--- src/rtl/keypad_pkg.sv ---
// Shared types and constants for the 4x4 matrix keypad scanner.
package keypad_pkg;

  localparam int KEY_W = 4;
  localparam int ROWS  = 4;
  localparam int COLS  = 4;
  localparam logic [ROWS-1:0] ROWS_IDLE = 4'hF;

  typedef enum logic [1:0] {
    SCAN     = 2'd0,
    DEBOUNCE = 2'd1,
    PRESSED  = 2'd2,
    RELEASE  = 2'd3
  } state_t;

  // Index of the lowest-numbered row pulled low; any higher low rows are ignored.
  function automatic logic [1:0] low_row(input logic [ROWS-1:0] rows);
    logic [1:0] idx;
    casez (rows)
      4'b???0: idx = 2'd0;
      4'b??01: idx = 2'd1;
      4'b?011: idx = 2'd2;
      default: idx = 2'd3;
    endcase
    return idx;
  endfunction

endpackage

--- src/rtl/keypad_scan_row_sync.sv ---
// Two-flop synchronizer for the asynchronous, pulled-up keypad rows.
module row_sync #(
  parameter int WIDTH = 4
) (
  input  logic             clk,
  input  logic             rst,
  input  logic [WIDTH-1:0] d,
  output logic [WIDTH-1:0] q
);

  logic [WIDTH-1:0] meta_r;
  logic [WIDTH-1:0] sync_r;

  // Resets to all-ones so an idle keypad is seen right after reset.
  always_ff @(posedge clk) begin
    if (rst) begin
      meta_r <= {WIDTH{1'b1}};
      sync_r <= {WIDTH{1'b1}};
    end else begin
      meta_r <= d;
      sync_r <= meta_r;
    end
  end

  assign q = sync_r;

endmodule

--- src/rtl/keypad_scan.sv ---
// 4x4 matrix keypad scanner: column scan, press/release debounce and key code strobe.
module keypad_scan
  import keypad_pkg::*;
#(
  parameter int SCAN_DIV     = 12000,
  parameter int DEBOUNCE_CNT = 240000
) (
  input  logic       clk,
  input  logic       rst,
  input  logic [3:0] row_in,
  output logic [3:0] col_out,
  output logic       key_valid,
  output logic [3:0] key_code,
  output logic       key_held
);

  localparam int DW_W = $clog2(SCAN_DIV) + 1;
  localparam int DB_W = $clog2(DEBOUNCE_CNT) + 1;
  localparam logic [DW_W-1:0] DW_LAST = DW_W'(SCAN_DIV - 1);
  localparam logic [DW_W-1:0] DW_MAX  = {DW_W{1'b1}};
  localparam logic [DB_W-1:0] DB_LAST = DB_W'(DEBOUNCE_CNT - 1);
  localparam logic [DB_W-1:0] DB_MAX  = {DB_W{1'b1}};

  logic [ROWS-1:0]  rows_s;
  state_t           state_r, state_nxt_s;
  logic [1:0]       col_r, col_nxt_s;
  logic [DW_W-1:0]  dwell_r, dwell_nxt_s;
  logic [DB_W-1:0]  db_r, db_nxt_s;
  logic [ROWS-1:0]  pat_r, pat_nxt_s;
  logic [KEY_W-1:0] code_r, code_nxt_s;
  logic             held_r, held_nxt_s;
  logic             valid_r, fire_s;
  logic [COLS-1:0]  col_out_r;

  row_sync #(.WIDTH(ROWS)) u_row_sync (
    .clk (clk),
    .rst (rst),
    .d   (row_in),
    .q   (rows_s)
  );

  // Next-state, counter and output decisions, all taken from the synchronized rows.
  always_comb begin
    state_nxt_s = state_r;
    col_nxt_s   = col_r;
    dwell_nxt_s = dwell_r;
    db_nxt_s    = db_r;
    pat_nxt_s   = pat_r;
    code_nxt_s  = code_r;
    held_nxt_s  = held_r;
    fire_s      = 1'b0;
    case (state_r)
      SCAN: begin
        if (dwell_r >= DW_LAST) begin
          dwell_nxt_s = {DW_W{1'b0}};
          if (rows_s != ROWS_IDLE) begin
            pat_nxt_s   = rows_s;
            db_nxt_s    = {DB_W{1'b0}};
            state_nxt_s = DEBOUNCE;
          end else begin
            col_nxt_s = col_r + 2'd1;
          end
        end else begin
          dwell_nxt_s = (dwell_r == DW_MAX) ? dwell_r : dwell_r + DW_W'(1);
        end
      end
      DEBOUNCE: begin
        if (rows_s == pat_r) begin
          if (db_r >= DB_LAST) begin
            fire_s      = 1'b1;
            code_nxt_s  = {low_row(pat_r), col_r};
            held_nxt_s  = 1'b1;
            db_nxt_s    = {DB_W{1'b0}};
            state_nxt_s = PRESSED;
          end else begin
            db_nxt_s = (db_r == DB_MAX) ? db_r : db_r + DB_W'(1);
          end
        end else begin
          // A bounce gives up on this column and resumes the scan at the next one.
          db_nxt_s    = {DB_W{1'b0}};
          dwell_nxt_s = {DW_W{1'b0}};
          col_nxt_s   = col_r + 2'd1;
          state_nxt_s = SCAN;
        end
      end
      PRESSED: begin
        if (rows_s == ROWS_IDLE) begin
          db_nxt_s    = {DB_W{1'b0}};
          state_nxt_s = RELEASE;
        end else begin
          state_nxt_s = PRESSED;
        end
      end
      RELEASE: begin
        if (rows_s == ROWS_IDLE) begin
          if (db_r >= DB_LAST) begin
            held_nxt_s  = 1'b0;
            db_nxt_s    = {DB_W{1'b0}};
            dwell_nxt_s = {DW_W{1'b0}};
            col_nxt_s   = 2'd0;
            state_nxt_s = SCAN;
          end else begin
            db_nxt_s = (db_r == DB_MAX) ? db_r : db_r + DB_W'(1);
          end
        end else begin
          db_nxt_s    = {DB_W{1'b0}};
          state_nxt_s = PRESSED;
        end
      end
      default: begin
        state_nxt_s = SCAN;
        col_nxt_s   = 2'd0;
        dwell_nxt_s = {DW_W{1'b0}};
        db_nxt_s    = {DB_W{1'b0}};
        held_nxt_s  = 1'b0;
      end
    endcase
  end

  // State, counters and registered outputs.
  always_ff @(posedge clk) begin
    if (rst) begin
      state_r   <= SCAN;
      col_r     <= 2'd0;
      dwell_r   <= {DW_W{1'b0}};
      db_r      <= {DB_W{1'b0}};
      pat_r     <= ROWS_IDLE;
      code_r    <= {KEY_W{1'b0}};
      held_r    <= 1'b0;
      valid_r   <= 1'b0;
      col_out_r <= 4'b1110;
    end else begin
      state_r   <= state_nxt_s;
      col_r     <= col_nxt_s;
      dwell_r   <= dwell_nxt_s;
      db_r      <= db_nxt_s;
      pat_r     <= pat_nxt_s;
      code_r    <= code_nxt_s;
      held_r    <= held_nxt_s;
      valid_r   <= fire_s;
      col_out_r <= ~(4'b0001 << col_nxt_s);
    end
  end

  assign col_out   = col_out_r;
  assign key_valid = valid_r;
  assign key_code  = code_r;
  assign key_held  = held_r;

endmodule

--- config.mk ---
export PLATFORM = sky130hd
export DESIGN_NAME = keypad_scan
export DESIGN_NICKNAME = d
export VERILOG_FILES = /design/src/rtl/keypad_pkg.sv /design/src/rtl/keypad_scan_row_sync.sv /design/src/rtl/keypad_scan.sv
export SDC_FILE = /design/constraint.sdc
export NUM_CORES = 1
export LEC_CHECK = 0
export CORE_MARGIN = 4
export CORE_UTILIZATION = 45
export CTS_CLUSTER_DIAMETER = 60
export DETAILED_ROUTE_END_ITERATION = 6
export HOLD_SLACK_MARGIN = 0.03
export PLACE_DENSITY = 0.66
export SYNTH_ARGS = -nofsm -noshare
export SYNTH_HDL_FRONTEND = slang
export SYNTH_SLANG_ARGS = --single-unit
export TNS_END_PERCENT = 1
--- constraint.sdc ---
create_clock -name clk -period 2.1 [get_ports clk]
set_input_delay 0.315 -clock clk [delete_from_list [all_inputs] [get_ports clk]]
set_output_delay 0.315 -clock clk [all_outputs]
set_load 0.005 [all_outputs]
==> Yosys cells after proc, flatten, opt, wreduce, memory -nomap -nowiden <==
Cells that the tools add are included.
{ "word_totals": {"ff_bits": 60, "latchBits": 0, "ramBits": 0, "mem_bits_ro": 0, "inputBits": 6, "out_inout_bits": 10, "elab_cells": 87, "n_memories": 0} }
{ "classes": {"addsub": 3, "multipliers": 0, "div": 0, "n_lt_le_gt_ge": 2, "n_eq_ne": 21, "n_shift": 1, "n_mux": 35, "bitwise_logic": 4, "reduce_logical": 10} }
{ "op_table": {"columns": ["operator", "count"], "rows": [
  ["two-way mux 19 bit", 7],
  ["one-hot mux 19 bit (4 select lines)", 1],
  ["two-way mux 15 bit", 5],
  ["one-hot mux 15 bit (3 select lines)", 1],
  ["two-way mux 2 bit", 11],
  ["adder 19 x 1 -> 19 bit, second input constant", 1],
  ["== test 19 bit, second input constant", 1],
  ["greater-or-equal comparator 19 x 18 -> 1 bit, second input constant", 1],
  ["inequality test 2 bit, second input constant", 8],
  ["adder 15 x 1 -> 15 bit, second input constant", 1],
  ["== test 15 bit, second input constant", 1],
  ["greater-or-equal comparator 15 x 14 -> 1 bit, second input constant", 1],
  ["one-hot mux 2 bit (3 select lines)", 2],
  ["AND reduction 5 bit", 2],
  ["inequality test 3 bit, second input constant", 3],
  ["AND reduction 3 bit", 3],
  ["one-hot mux 2 bit (4 select lines)", 1],
  ["two-way mux 1 bit", 6],
  ["== test 2 x 1 -> 1 bit, second input constant", 2],
  ["== test 2 bit, second input constant", 2],
  ["== test 4 bit", 1],
  ["== test 4 bit, second input constant", 1],
  ["inequality test 4 bit, second input constant", 1],
  ["NOT 4 bit", 1],
  ["other kinds (10)", 12]
]} }

==> Longest topological paths before layout <==
Gate-level depths: netlist (run 1).
{ "logic_depth": {"ltp_word": 6, "mapped_depth": 9, "ltp_nobuf": 8} }

==> Cells and area by module <==
A second synthesis (run 1) with hierarchy kept.
{ "unflattened": {"cells_unflattened": 340, "area_unflattened_um2": 2979.1} }
{ "modules_own_cells": {"columns": ["mod", "instances", "cells_per_inst", "area_each_um2", "seq_area_each_um2"], "rows": [
  ["keypad_scan", 1, 324, 2768.9, 1041.0],
  ["row_sync", 1, 16, 210.2, 160.2]
]} }

==> Worst setup path after synthesis (run 1) <==
No wires, ideal clock.
{ "synth_timing": {"path_kind": "register to register", "start": "register dwell_r[0]", "end": "register col_out_r[1], in the netlist col_out[1]", "setup_ns": 0.127, "arrival_ns": 1.880, "required_ns": 1.973, "setup_slack_ns": 0.092, "stages_incl_launch_ff": 8, "n_path_buf": 0, "period_less_slack_ns": 2.008, "cell_sequence": "dfxtp_1 > ha_1 > a21o_1 > a21oi_1 > o21a_1 > o31a_1 > o32ai_2 > or3b_1"} }
{ "synth_via": {"elab_chain_len": 5} }
{ "synth_lines": {"columns": ["element", "line", "rtl"], "rows": [
  ["from (decl)", "keypad_scan.sv:27", "logic [DW_W-1:0] dwell_r, dwell_nxt_s;"],
  ["from (signal assigned)", "keypad_scan.sv:125", "dwell_r <= {DW_W{1'b0}};"],
  ["from (signal assigned)", "keypad_scan.sv:135", "dwell_r <= dwell_nxt_s;"],
  ["greater-or-equal comparator 15 x 14 -> 1 bit", "keypad_scan.sv:54", "if (dwell_r >= DW_LAST) begin"],
  ["two-way mux 2 bit", "keypad_scan.sv:54", null],
  ["one-hot mux 2 bit (3 select lines)", "keypad_scan.sv:52", "case (state_r)"],
  ["left shift 1 x 2 -> 4 bit", "keypad_scan.sv:141", "col_out_r <= ~(4'b0001 << col_nxt_s);"],
  ["NOT 4 bit", "keypad_scan.sv:141", null],
  ["to (signal assigned)", "keypad_scan.sv:141", null],
  ["to (decl)", "keypad_scan.sv:33", "logic [COLS-1:0] col_out_r;"]
]} }
Every way passes these cells.
A chain may end at the register's enable or synchronous reset.

==> Worst setup path in the final report (run 1) <==
{ "layout_timing": {"start": "register db_r[11]", "end": "register dwell_r[10]"} }
{ "layout_via": {"elab_chain_len": 3} }
{ "layout_lines": {"columns": ["element", "line", "rtl"], "rows": [
  ["from (decl)", "keypad_scan.sv:28", "logic [DB_W-1:0] db_r, db_nxt_s;"],
  ["from (signal assigned)", "keypad_scan.sv:126", "db_r <= {DB_W{1'b0}};"],
  ["from (signal assigned)", "keypad_scan.sv:136", "db_r <= db_nxt_s;"],
  ["greater-or-equal comparator 19 x 18 -> 1 bit", "keypad_scan.sv:96", "if (db_r >= DB_LAST) begin"],
  ["inequality test 2 bit (no line)", null, null],
  ["AND reduction 5 bit (no line)", null, null]
]} }
Every way passes these cells.

==> results of run 1 <==
[critical path: stages, from the launching register on]
cell and delay (ps):
dfxtp_1 390, and4bb_2 300, nand4_1 160, a21o_4 270
a21oi_4 170, nor2_2 50, or4_1 520, a21oi_1 140
[repair_timing]
action,in CTS,in global routing
gates resized for setup,4,17
endpoints found under the setup margin,18,34
cloned,0,0
pin swaps,0,3
hold buffers,0,0
[state kept, by name, summed over array words and instances, names as in the netlist]
name	cells
u_row_sync.meta_r	4
state_r	2
col_out	4
dwell_r	15
key_code	4
col_r	2
db_r	19
pat_r	4
key_valid	1
u_row_sync.q	4
key_held	1
[final cells by class]
| type | instances | share of cell area (%) |
|---|---|---|
| Timing Repair Buffer | 54 | 12.14 |
| Clock inverter | 2 | 0.9599 |
| Sequential cell | 60 | 33.05 |
| Clock buffer | 13 | 4.080 |
| Multi-Input combinational cell | 246 | 46.49 |
| Inverter | 7 | 0.7199 |
| Tap cell | 75 | 2.571 |
[cells by family (layout without fill, tap and decap cells)]
group / Yosys count / in the layout / synth area share (%)
flip-flops: 60 / 60 / 41.41
adder cells (fa/ha/maj): 2 / 2 / 0.8627
XOR/XNOR: 27 / 27 / 8.154
AND/OR/NAND/NOR: 142 / 142 / 27.61
AO/OA/AOI/OAI: 71 / 71 / 17.17
multiplexers: 4 / 4 / 1.381
buffers and inverters: 21 / 76 / 3.408
[path summary, 6_finish.rpt]
path	from	end	slack (ps)	depth (start not counted)
hold reg to reg	u_row_sync.meta_r[0]	u_row_sync.q[0]	420	1
hold / removal	u_row_sync.meta_r[0]	u_row_sync.q[0]	420	1
setup / recovery	db_r[11]	dwell_r[10]	30	7
setup reg to reg	db_r[11]	dwell_r[10]	30	7
[through the flow]
stage | TNS [ps] | total power [mW]
3_5_place_dp | -53.25 | 1.291
4_1_cts | 0 | 2.290
6_report | 0 | 2.260
3_3_place_gp | 0 | 1.287
5_1_grt | -188.9 | 2.359
2_1_floorplan | 0 | 1.248
[layer usage]
layer | routed length, um | part of all wire [%]
met1 | 3119 | 50
met2 | 2789 | 44
met3 | 231 | 3.7
met4 | 128 | 2.0
met5 | 0 | 0
[power groups by stage]
stage | Clock, mW | Combinational [mW] | Sequential, mW
floorplan | 0 | 0.0616 | 1.19
global placement | 0 | 0.0998 | 1.19
detailed placement | 0 | 0.102 | 1.19
CTS | 1.02 | 0.104 | 1.16
global route | 1.08 | 0.117 | 1.16
finish | 0.990 | 0.106 | 1.16
[layout by cell type (no fill, tap or decap), drive strengths merged, types with 6 or more instances in the layout]
master and n:
nand2 18, nand4 6, and3 7, xor2 18, buf 39, o21ai 13, a21oi 19, dfxtp 60
xnor2 9, inv 7, nand3 9, nor3 12, clkbuf 13, nor2 42, or2 12, clkdlybuf4s50 15
==> results.toml, run 1 <==
[clock_network]
clk_latency_ps = 340
postCtsSetupRepairBufs = 0
cts_made_buffers = 9
clockBufferDepth = 2
clockRootBuffer = "clkbuf_8"
h-tree-depth = 3
cts.sinks = 60
cts_tree = "yes"
cts.clk_slew.worst_paths_ps = 70

[global_route]
grt_first_pass_wirelength_um = 10700
overflow = 0
gr-usage-met3_pct = 5.028
use_met1_pct = 23.92
grt_usage_pct = 17.52
grt_antenna_before_repair = 0
grt_most_used_layer = "met2"
met2_usage_pct = 25.90
grt_max_degree = 14
grt_pass1_vias = 2329

[synthesis]
ys_seq_area_share_pct = 41.42
post-synth-top-count-cell = "dfxtp_1"
synth_area_leaders = "dfxtp_1 41%, xor2_1 5.4%, nor2_1 5.3%"
synth_area_per_cell_um2 = 8.869
synth_top_area_share_pct = 41.42
synth_edf_count = 0
ys_ff_latch = 60
synth_area_mm2 = 0.002900
synth_area_leader_cell = "dfxtp_1"
syn-instance-count = 327
yosysWarnings = 0
synth_cell_types = 57
synthArstFlopShare_pct = 0
ys.flop_type = "dfxtp_1"
synth_nets = 335
ys_top_cells_by_count = "60 x dfxtp_1, 41 x nor2_1, 18 x a21oi_1, 18 x nand2_1, 18 x xor2_1"

[power]
pwr-share-seq_pct = 51.5
p_leak_nw = 1.343
vdd_drop_max_mv = 0.4475
p_comb_share_pct = 4.7
p_int_mw = 1.779
clkPwrFrac_pct = 43.8
switching_share_pct = 21.31
pwr_density_cell_mw_per_mm2 = 619.3
switchingPower_mw = 0.4818

[worst_setup_path]
crit_required_ps = 2380
crit_arrival_ps = 2350
worstSetupStartpointType = "register"
cp-end-kind = "register"
critPathKind = "register to register"
cp_max_fo = 4

[final_layout]
fillers = 549
num_antenna_cells = 0
final-seq-area_mm2 = 0.001206
fin_cells = 457
stdcell_area_mm2 = 0.003650
drive_above_1_share_pct = 23.82
area_growth_pct = 25.84
nNetsFinal = 386
multiInputGateArea_mm2 = 0.001697
utilization_pct = 59.87

[sta]
drv_slew = 0
fmax_mhz = 483.1
setup_violations = 0
fin_crit_sh_pct = 98.57
tightest_slew_ps = 467.6
hold_viol = 0
fin_skew_ps = 9.397
fin_crit_ps = 2070
slew_headroom_pct = 68.73
setup_ws_ps = 29.94
hold-worst-slack_ps = 415.3
rsz0062_at_grt = "yes"

[outcome]
status = "completed"

[placed_design]
place_congestion = 0.8328
hpwl_um = 4484
dpl-instance-area_mm2 = 0.003364
pre_cts_slack_ps = -36.88
io_buffers = 15
dpl.cell_count = 442

[floorplanning]
die-width_um = 88.28
rows = 28
die_y_um = 88.28
start_util_pct = 47.58
dieArea_mm2 = 0.007793
num_io_pins = 16
core_mm2 = 0.006096

[detailed_routing]
vias_per_cell = 5.532
first_iter_violations = 74
avgRoutedWirePerCell_um = 13.72
drtPass1Iterations = 4
vias = 2528
wl_um = 6268
drc = 0
antenna_left = 0

[min_path]
hold_path.class = "register to register"

[flow_run]
drv_cap = 0
Power figures use the tool's default switching activity.
==> run 2: changes to the inputs <==
CORE_UTILIZATION = 44   (was 45)
PLACE_DENSITY = 0.65   (was 0.66)
==> results.toml, run 2 (synthesis results as in run 1) <==
[clock_network]
clockRootBuffer = "clkbuf_8"
hold_buffers = 0
clk_latency_ps = 350
cts_made_buffers = 9
cts.clk_slew.worst_paths_ps = 80
h-tree-depth = 3
cts.sinks = 60
clockBufferDepth = 2
cts_tree = "yes"

[final_layout]
mostFrequentLayoutCells = "56 x dfxtp_1, 44 x buf_4, 41 x nor2_1, 16 x nand2_1"
drive_above_1_share_pct = 29.82
area_growth_pct = 30.59
fillers = 556
layout_commonest_cell = "dfxtp_1"
num_antenna_cells = 0
regMostFlops = "db_r"
largest_reg_flops = 19
final-seq-area_mm2 = 0.001209
top_regs = "db_r: 19 flops, dwell_r: 15 flops"
utilization_pct = 59.31
multiInputGateArea_mm2 = 0.001757
nNetsFinal = 392

[floorplanning]
num_io_pins = 16
die-width_um = 89.19
die_y_um = 89.19
rows = 29
core_mm2 = 0.006386
start_util_pct = 45.42
dieArea_mm2 = 0.007955

[power]
vdd_drop_max_mv = 0.5258
pwr_density_cell_mw_per_mm2 = 615.2
total_power_mw = 2.330
p_leak_nw = 1.397

[detailed_routing]
drtPass1Iterations = 4
antenna_left = 0
first_iter_violations = 150
vias = 2546
vias_per_cell = 5.464
avgRoutedWirePerCell_um = 14.24
wl_um = 6638
drc = 0

[worst_setup_path]
crit_buf_inv = 0
max_stage_delay_ps = 540
cp_max_fo = 6
cp-end-kind = "register"
worst_r2r_startpoint = "db_r[9]"
worst_r2r_path_depth = 7
worstSetupStartpointType = "register"
crit_path_cell_trace = "nor4b_4 > nand4_1 > a21o_1 > a21oi_2 > nor2_2 > or4_4 > a21oi_2"
reg2reg_slack_ps = 50
cpMaxStageDelayCell = "or4_4"
cp_top_family = "simple AND/OR/NAND/NOR gates"
critPathKind = "register to register"
crit_top_cell = "a21oi_2"
r2r_end = "dwell_r[10]"
crit_required_ps = 2380
crit_arrival_ps = 2330

[sta]
fmax_mhz = 487.8
setup_ws_ps = 49.89
hold_viol = 0
rsz0062_at_grt = "yes"
setup_violations = 0
tightest_slew_ps = 487.6
fin_crit_ps = 2050
drv_slew = 0
slew_headroom_pct = 67.19
fin_skew_ps = 9.340
fin_crit_sh_pct = 97.62

[outcome]
status = "completed"

[flow_run]
drv_cap = 0

[placed_design]
pre_cts_slack_ps = -12.22
hpwl_um = 4641
io_buffers = 15
place_congestion = 0.9019

[global_route]
grt_usage_pct = 17.56
grt_max_degree = 15
overflow = 0
grt_antenna_before_repair = 0
grt_pass1_vias = 2327
grt_first_pass_wirelength_um = 10740

[min_path]
hold_path.class = "register to register"
min_to = "u_row_sync.q[2]"
hold_path_depth = 1
holdCritStartpoint = "u_row_sync.meta_r[2]"
## run 2: changes by cell type in the layout (fill, tap and decap cells not counted), sizes merged
cell,before,now
clkinv,1,2
inv,7,8
clkbuf,13,9
clkinvlp,0,3
buf,39,45
## run 2: layout make-up
type | instances | area share, %
multi-input combinational | 246 | 46.38
sequential | 60 | 31.91
timing repair buffer | 60 | 13.21
clock buffer | 9 | 3.271
tap | 77 | 2.544
clock inverter | 7 | 1.982
inverter | 7 | 0.6938
## run 2: how the worst max path moves through the flow
stage / startpoint / end / slack (ps) / depth (start not counted)
after floorplan: dwell_r[0] / col_out[1] / 90 / 7
after global placement: u_row_sync.q[0] / dwell_r[10] / 2 / 7
after detailed placement: dwell_r[0] / dwell_r[10] / -10 / 7
after CTS: dwell_r[10] / col_out[1] / 20 / 6
after global routing: db_r[0] / dwell_r[10] / -50 / 9
final: db_r[9] / dwell_r[10] / 50 / 7
## run 2: worst register-to-register path, cell delays in order, from the launching register on
cell and delay (ps):
dfxtp_4 380, nor4b_4 280, nand4_1 130, a21o_1 270, a21oi_2 200, nor2_2 70
or4_4 540, a21oi_2 120
## run 2: timing repair
item,4_1_cts,5_1_grt
pin swaps,0,11
resized for setup,3,35
buffers inserted,0,4
setup endpoints to repair,15,34
## run 2: per-layer routing
metal  up-vias  wire length, um  global-route usage, %
li1       1291                -                      -
met1      1196             3116                  22.28
met2        52             3160                  27.60
met3         7              292                  5.899
met4         0               69                  6.766
met5         -                0                      0
## run 2: report_power, final
| group | leakage, nW | switching [mW] | internal (mW) |
|---|---|---|---|
| logic | 0.817 | 0.0573 | 0.0583 |
| registers | 0.489 | 0.00988 | 1.15 |
| clock network | 0.0918 | 0.504 | 0.551 |
## run 2: stage by stage
step	cells	instance area [um^2]	TNS, ps	hold WS (ps)
final	466	3787	0	412.4
after global routing	466	3787	-253.0	420.2
after CTS	462	3600	0	409.2
after detailed placement	446	3395	-30.37	394.0
after global placement	446	3395	0	393.5
after floorplan	327	2900	0	389.5
==> run 3: changes to the inputs <==
MAX_ROUTING_LAYER = met4   (was unset)
==> results.toml, run 3 (synthesis results as in run 1) <==
[clock_network]
h-tree-depth = 3
cts.clk_slew.worst_paths_ps = 70
cts_tree = "yes"
clk_latency_ps = 350
cts_made_buffers = 9
clockRootBuffer = "clkbuf_8"
cts.sinks = 60
clockBufferDepth = 2

[floorplanning]
start_util_pct = 45.42
dieArea_mm2 = 0.007955
core_mm2 = 0.006386
num_io_pins = 16
die_y_um = 89.19
die-width_um = 89.19
rows = 29

[sta]
fin_skew_ps = 8.322
hold-worst-slack_ps = 412.2
fmax_mhz = 483.0
rsz0062_at_grt = "yes"
fin_crit_sh_pct = 98.59
hold_viol = 0
drv_slew = 0
tightest_slew_ps = 487.0
slew_headroom_pct = 67.23
fin_crit_ps = 2070
setup_violations = 0

[worst_setup_path]
cp_max_fo = 4
crit_required_ps = 2380
critPathKind = "register to register"
cp-end-kind = "register"
crit_arrival_ps = 2350
cpMaxStageDelayCell = "or4_4"
worst_r2r_path_depth = 7
worstSetupStartpointType = "register"
max_stage_delay_ps = 540
reg2reg_slack_ps = 30
crit_path_cell_trace = "nor4b_2 > nand4_1 > a21o_1 > a21oi_2 > nor2_2 > or4_4 > a21oi_2"
crit_top_cell = "a21oi_2"

[placed_design]
dpl.cell_count = 446
hpwl_um = 4641
place_congestion = 0.9173
io_buffers = 15

[global_route]
grt_first_pass_wirelength_um = 10760
grt_max_degree = 15
overflow = 0
grt_antenna_before_repair = 0
grt_usage_pct = 18.06
grt_pass1_vias = 2338

[power]
vdd_drop_max_mv = 0.5228
pwr_density_cell_mw_per_mm2 = 622.0
p_leak_nw = 1.384

[detailed_routing]
avgRoutedWirePerCell_um = 14.01
drtPass1Iterations = 4
vias_per_cell = 5.480
wl_um = 6516
drc = 0
vias = 2548
first_iter_violations = 154
antenna_left = 0

[final_layout]
drive_above_1_share_pct = 28.61
layout_commonest_cell = "dfxtp_1"
fillers = 567
top_regs = "db_r: 19 flops, dwell_r: 15 flops"
nNetsFinal = 391
fin_cells = 465
area_growth_pct = 28.99
regMostFlops = "db_r"
largest_reg_flops = 19
mostFrequentLayoutCells = "56 x dfxtp_1, 43 x buf_4, 41 x nor2_1, 17 x nand2_1"
num_antenna_cells = 0

[outcome]
status = "completed"

[min_path]
hold_path_depth = 1
hold_path.class = "register to register"

[flow_run]
drv_cap = 0
run 3: report_power, final:
| part | leakage, nW | internal, mW | switching, mW | total (mW) |
|---|---|---|---|---|
| registers | 0.488 | 1.15 | 0.00963 | 1.16 |
| clock network | 0.0918 | 0.551 | 0.501 | 1.05 |
| logic | 0.804 | 0.0574 | 0.0573 | 0.115 |
run 3: final timing paths:
kind                         from         endpoint
max                       db_r[7]      dwell_r[10]
min          u_row_sync.meta_r[2]  u_row_sync.q[2]
max reg2reg               db_r[7]      dwell_r[10]
min reg2reg  u_row_sync.meta_r[2]  u_row_sync.q[2]
run 3: stage by stage:
step,util (%),setup slack (ps),instance area [um^2],power [mW],setup TNS [ps]
floorplan,-,92.28,2900,1.248,0
detailed placement,53.15,-12.22,3395,1.297,-30.37
CTS,56.37,16.69,3600,2.347,0
finish,58.58,29.62,3741,2.327,0
global route,58.58,-51.06,3741,2.407,-375.9
global placement,53.15,2.409,3395,1.295,0
run 3: final cells by class:
class                           instances  area (um^2)  share of cell area, %
Multi-Input combinational cell        246         1720                  45.99
Sequential cell                        60         1206                  32.24
Timing Repair Buffer                   59        493.0                  13.18
Clock buffer                            9        123.9                  3.311
Tap cell                               77        96.34                  2.575
Clock inverter                          7        75.07                  2.007
Inverter                                7        26.28                 0.7023
run 3: metal layers:
metal / part of all wire, % / vias to the layer above / wire length, um / GRT usage (%)
met1: 48 / 1194 / 3126 / 22.34
met4: 2.0 / 0 / 132 / 7.578
li1: - / 1292 / - / -
met2: 46 / 45 / 3018 / 27.60
met5: 0 / - / 0 / -
met3: 3.7 / 17 / 239 / 5.069
run 3: timing repair:
| item | CTS | global route |
|---|---|---|
| cloned | 0 | 0 |
| gates resized for setup | 3 | 27 |
| setup buffers | 0 | 3 |
| pin swaps | 0 | 8 |
| hold buffers | 0 | 0 |
| hold endpoints to repair | 0 | 0 |
| setup endpoints to repair | 15 | 34 |
run 3: worst max-delay path: cells and delay by family, from the launching register on:
| family | cells | cell delay [ps] |
|---|---|---|
| AOI/OAI and AO/OA | 3 | 600 |
| DFF | 1 | 350 |
| and+or+nand+nor | 4 | 1060 |
==> edit 1 (config.mk and constraints of run 2) <==
Put one more register stage on the output `key_code`, without a reset. The value now appears one clock later. The other outputs are not delayed to match.
--- a/src/rtl/keypad_scan.sv
+++ b/src/rtl/keypad_scan.sv
@@ -146,3 +146,5 @@
   assign key_valid = valid_r;
-  assign key_code  = code_r;
+  always_ff @(posedge clk) begin
+    key_code <= code_r;
+  end
   assign key_held  = held_r;
Check against the original RTL: same outputs for any inputs over 10 cycles, from zero or initial values and one cycle with rst high; that may be too few to reach the edited logic, so the function may still have changed.
==> edit 1 against run 2 <==
- wire length grew 15%
- count of clock-buffer cells in the layout grew 1
- via count grew 15%
- sequential cell count grew 4
- synthesized area grew 6.2%
- sequential share of layout area grew 0.24 points
- non-clock buffer count shrank 4
- global-route usage grew 1.6 points
- setup slack lost 0.015 ns
- fmax shrank 0.72%
- final area grew 5.6%
- total power grew 9.5%
- highest routed layer unchanged
==> edit 1: results <==
{
  "yosys_most_used_dff": "dfxtp_1",
  "yosysSeqAreaShare": 0.416,
  "arrival_ns": 2.34,
  "dieArea_um2": 8400,
  "crit_slowest_cell": "or4_1",
  "grt_pass1_vias": 2832,
  "leakage_nw": 1.44,
  "cts_root_buffer": "clkbuf_8",
  "path_delay_family": "compound AO/OA/AOI/OAI gates",
  "drt_iter0_markers": 135,
  "drive_above_1_share": 0.249,
  "cp_max_fo": 13,
  "slew_headroom": 0.684,
  "ys_types": 62,
  "nNetsFinal": 421,
  "routabilityCongestion": 0.813,
  "reg.largest.list": "db_r x19, dwell_r x15",
  "worst_r2r_path_depth": 8,
  "hold_path.class": "reg2reg",
  "cts.htree.levels": 3,
  "finalNonFillerCells": 514,
  "num-fill-cells": 595,
  "yosysWarnings": 0,
  "place_hpwl_um": 5280,
  "drt_wl_total_um": 7650,
  "clk_pin_slew_ns": 0.07,
  "status": "complete, no violations",
  "track_usage": 0.192,
  "ir_drop_mv": 0.424,
  "min_delay_path_depth": 0,
  "port_buffers": 15,
  "synth_cells": 356,
  "async_flop_share": 0,
  "antenna_found_initial": 0,
  "netlist_top_cells_count": "dfxtp_1, a21oi_1, nand2_1",
  "synthTopCellsByArea": "dfxtp_1, a21oi_1, nand2_1",
  "fin_worst_skew_ns": 0.00581,
  "grt_max_degree": 28,
  "dp.cells": 494,
  "drt_pre_antenna_iters": 5,
  "grt_pass1_wl_um": 13200,
  "vias": 2935,
  "finalHoldViolCount": 0,
  "dp_slack_ns": -0.0923
}
edit 1: cell count changes in the layout (fill, tap and decap cells not counted), moves of 7 or more:
cell,change
xor2_1,-10
xnor2_1,-9
nand2_1,+10
o31ai_1,+7
nor2_1,-21
a21oi_1,+22
nand3_1,+11
or3_1,+7
edit 1: layout make-up:
| class | count | area [um^2] | area share |
|---|---|---|---|
| clock buffers | 10 | 138 | 0.0344 |
| repair buffers | 56 | 495 | 0.124 |
| well taps | 96 | 120 | 0.0300 |
| flip-flops and latches | 64 | 1290 | 0.322 |
| inverters | 12 | 45.0 | 0.0113 |
| multi-input cells | 270 | 1820 | 0.456 |
| clock inverters | 6 | 91.3 | 0.0228 |
edit 1: logic make-up after synthesis:
kind of cell | after synthesis | synth area share
simple gates | 143 | 0.264
compound gates | 113 | 0.248
buf+inv | 23 | 0.0297
fa+ha+maj | 2 | 0.00813
mux | 7 | 0.0228
flops | 64 | 0.416
xor+xnor | 4 | 0.0114
edit 1: what timing repair did:
action                     4_1_cts  5_1_grt
gates resized for setup          2       21
setup endpoints to repair        4       37
buffers inserted                 2        2
hold buffers                     0        0
cloned                           0        1
pin swaps                        2        7
edit 1: final timing paths:
kind,slack [ns],to,start
setup / recovery,0.04,db_r[8],dwell_r[1]
hold / removal,0.36,key_code[1],code_r[1]
setup reg to reg,0.04,db_r[8],dwell_r[1]
hold reg to reg,0.36,key_code[1],code_r[1]
edit 1: metrics by stage:
| step | utilization | area (um^2) |
|---|---|---|
| finish | 0.589 | 4000 |
| floorplan | - | 3080 |
| detailed placement | 0.534 | 3630 |
| CTS | 0.571 | 3880 |
| global route | 0.589 | 4000 |
| global placement | 0.534 | 3630 |
edit 1: report_power, final:
group	internal [mW]	total (mW)	switching [mW]
Sequential	1.23	1.23	0.00882
Combinational	0.0457	0.105	0.0595
Clock	0.704	1.21	0.506
Total	1.98	2.55	0.575
edit 1: metal layers:
| metal | GRT usage | vias to the layer above | routed length [um] |
|---|---|---|---|
| met5 | 0 | - | 0 |
| met4 | 0.0704 | 0 | 160 |
| met3 | 0.0541 | 15 | 386 |
| met2 | 0.311 | 75 | 3580 |
| met1 | 0.243 | 1390 | 3530 |
| li1 | - | 1455 | - |
==> edit 2 (settings of run 2) <==
Made on the original files. The parameter `DEBOUNCE_CNT` goes from 240000 to 60000.
--- a/src/rtl/keypad_scan.sv
+++ b/src/rtl/keypad_scan.sv
@@ -5,3 +5,3 @@
   parameter int SCAN_DIV     = 12000,
-  parameter int DEBOUNCE_CNT = 240000
+  parameter int DEBOUNCE_CNT = 60000
 ) (
Formal check against the unedited RTL: no difference found for any inputs over 10 cycles, from zero or initial values and one cycle with rst high; that may be too few to reach the edited logic, so the function may still have changed.
==> edit 2 against run 2 <==
- clock skew grew 0.0042 ns
- largest cell class unchanged
- synthesized cell count grew 8.9%
- clock power grew 9.5%
- total power grew 2.4%
- synthesized area grew 4.0%
- final area shrank 1.2%
- sequential power shrank 3%
- die area grew 3.6%
- setup slack gained 0.039 ns
- via count grew 8.8%
- wire length grew 8.5%
- sequential cell count shrank 2
==> edit 2: results <==
{
  "place_hpwl_um": 5260,
  "track_usage": 0.184,
  "antenna_found_initial": 0,
  "ctsLongestPathBuffers": 2,
  "cp_max_fo": 6,
  "reg.largest.list": "db_r x17, dwell_r x15",
  "arrival_ns": 2.25,
  "yosys_most_used_dff": "dfxtp_1",
  "cts.htree.levels": 3,
  "grt_pass1_wl_um": 12400,
  "port_buffers": 15,
  "grt_pass1_vias": 2634,
  "drt_wl_total_um": 7200,
  "slew_headroom": 0.683,
  "drt_iter0_markers": 175,
  "min_from": "u_row_sync.meta_r[3]",
  "finalHoldViolCount": 0,
  "clkLatencyLatePin_ns": 0.35,
  "grt_max_degree": 17,
  "netlist_top_cells_count": "dfxtp_1, nand3_1, nor2_1",
  "reg2reg_from": "db_r[12]",
  "synthTopCellsByArea": "dfxtp_1, nand3_1, a21oi_1",
  "status": "complete, no violations",
  "fin_worst_skew_ns": 0.0135,
  "nNetsFinal": 414,
  "avgViaCountPerCell": 5.69,
  "ir_drop_mv": 0.528,
  "worst_r2r_path_depth": 6,
  "routabilityCongestion": 0.865,
  "placed_area_um2": 3470,
  "worst_hold_path.endpoint": "u_row_sync.q[3]",
  "r2r-end": "dwell_r[12]",
  "drive_above_1_share": 0.237,
  "syn-num-nets": 364,
  "ys_types": 64,
  "leakage_nw": 1.40,
  "yosysSeqAreaShare": 0.385,
  "ff2ff_setup_slack_ns": 0.09
}
==> edit 2: logic make-up (layout without fill, tap and decap cells) <==
logic type / Yosys count / in the layout / synth area share
mux: 5 / 5 / 0.0174
xor+xnor: 14 / 14 / 0.0407
fa+ha+maj: 2 / 2 / 0.00830
buf+inv: 24 / 78 / 0.0402
simple gates: 164 / 164 / 0.287
compound gates: 89 / 89 / 0.221
flops: 58 / 58 / 0.385
==> edit 2: worst max-delay path by stage <==
stage / from / endpoint / cells past startpoint
floorplan: db_r[0] / dwell_r[12] / 8
global placement: dwell_r[0] / col_out[3] / 7
detailed placement: dwell_r[0] / col_out[1] / 7
CTS: dwell_r[0] / col_out[1] / 7
global route: dwell_r[1] / dwell_r[12] / 7
finish: db_r[12] / dwell_r[12] / 6
==> edit 2: area by class of cell <==
class | count | area [um^2]
timing repair buffer | 56 | 458
fill | 590 | 2750
multi-input combinational | 274 | 1780
inverter | 7 | 26.3
sequential | 58 | 1160
clock buffer | 13 | 159
tap | 77 | 96.3
clock inverter | 2 | 60.1
==> edit 2: through the flow <==
stage	setup TNS [ns]	setup WS [ns]	hold slack, ns	utilization	instances
4_1_cts	0	0.00718	0.411	0.569	487
2_1_floorplan	0	0.000686	0.389	-	356
6_report	0	0.0889	0.410	0.576	487
3_3_place_gp	0	0.0697	0.392	0.535	472
5_1_grt	-0.0471	-0.0331	0.422	0.576	487
3_5_place_dp	0	0.0260	0.396	0.535	472
==> edit 2: report_power, final <==
part	internal (mW)	switching (mW)
combinational	0.0501	0.0627
sequential	1.11	0.00781
clock	0.727	0.426
==> edit 2: layer usage <==
layer  global-route usage  vias up  wire length [um]  share of wire
met3               0.0525       13               331          0.046
met5                    0        -                 0              0
met4               0.0641        0               135          0.019
li1                     -     1412                 -              -
met2                0.301       49              3360           0.47
met1                0.232     1296              3380           0.47
==> edit 2: repair_timing <==
action	4_1_cts	5_1_grt
hold buffers	0	0
setup endpoints to repair	0	26
gates resized for setup	0	14
endpoints found under the hold margin	0	0
==> edit 2: critical path, cell delays in order (launching register included) <==
cell and delay, ns:
dfxtp_1 0.34, and4bb_2 0.32, o311a_1 0.22, o41ai_4 0.13, a211oi_2 0.21, mux2_2 0.36, a2111oi_2 0.31
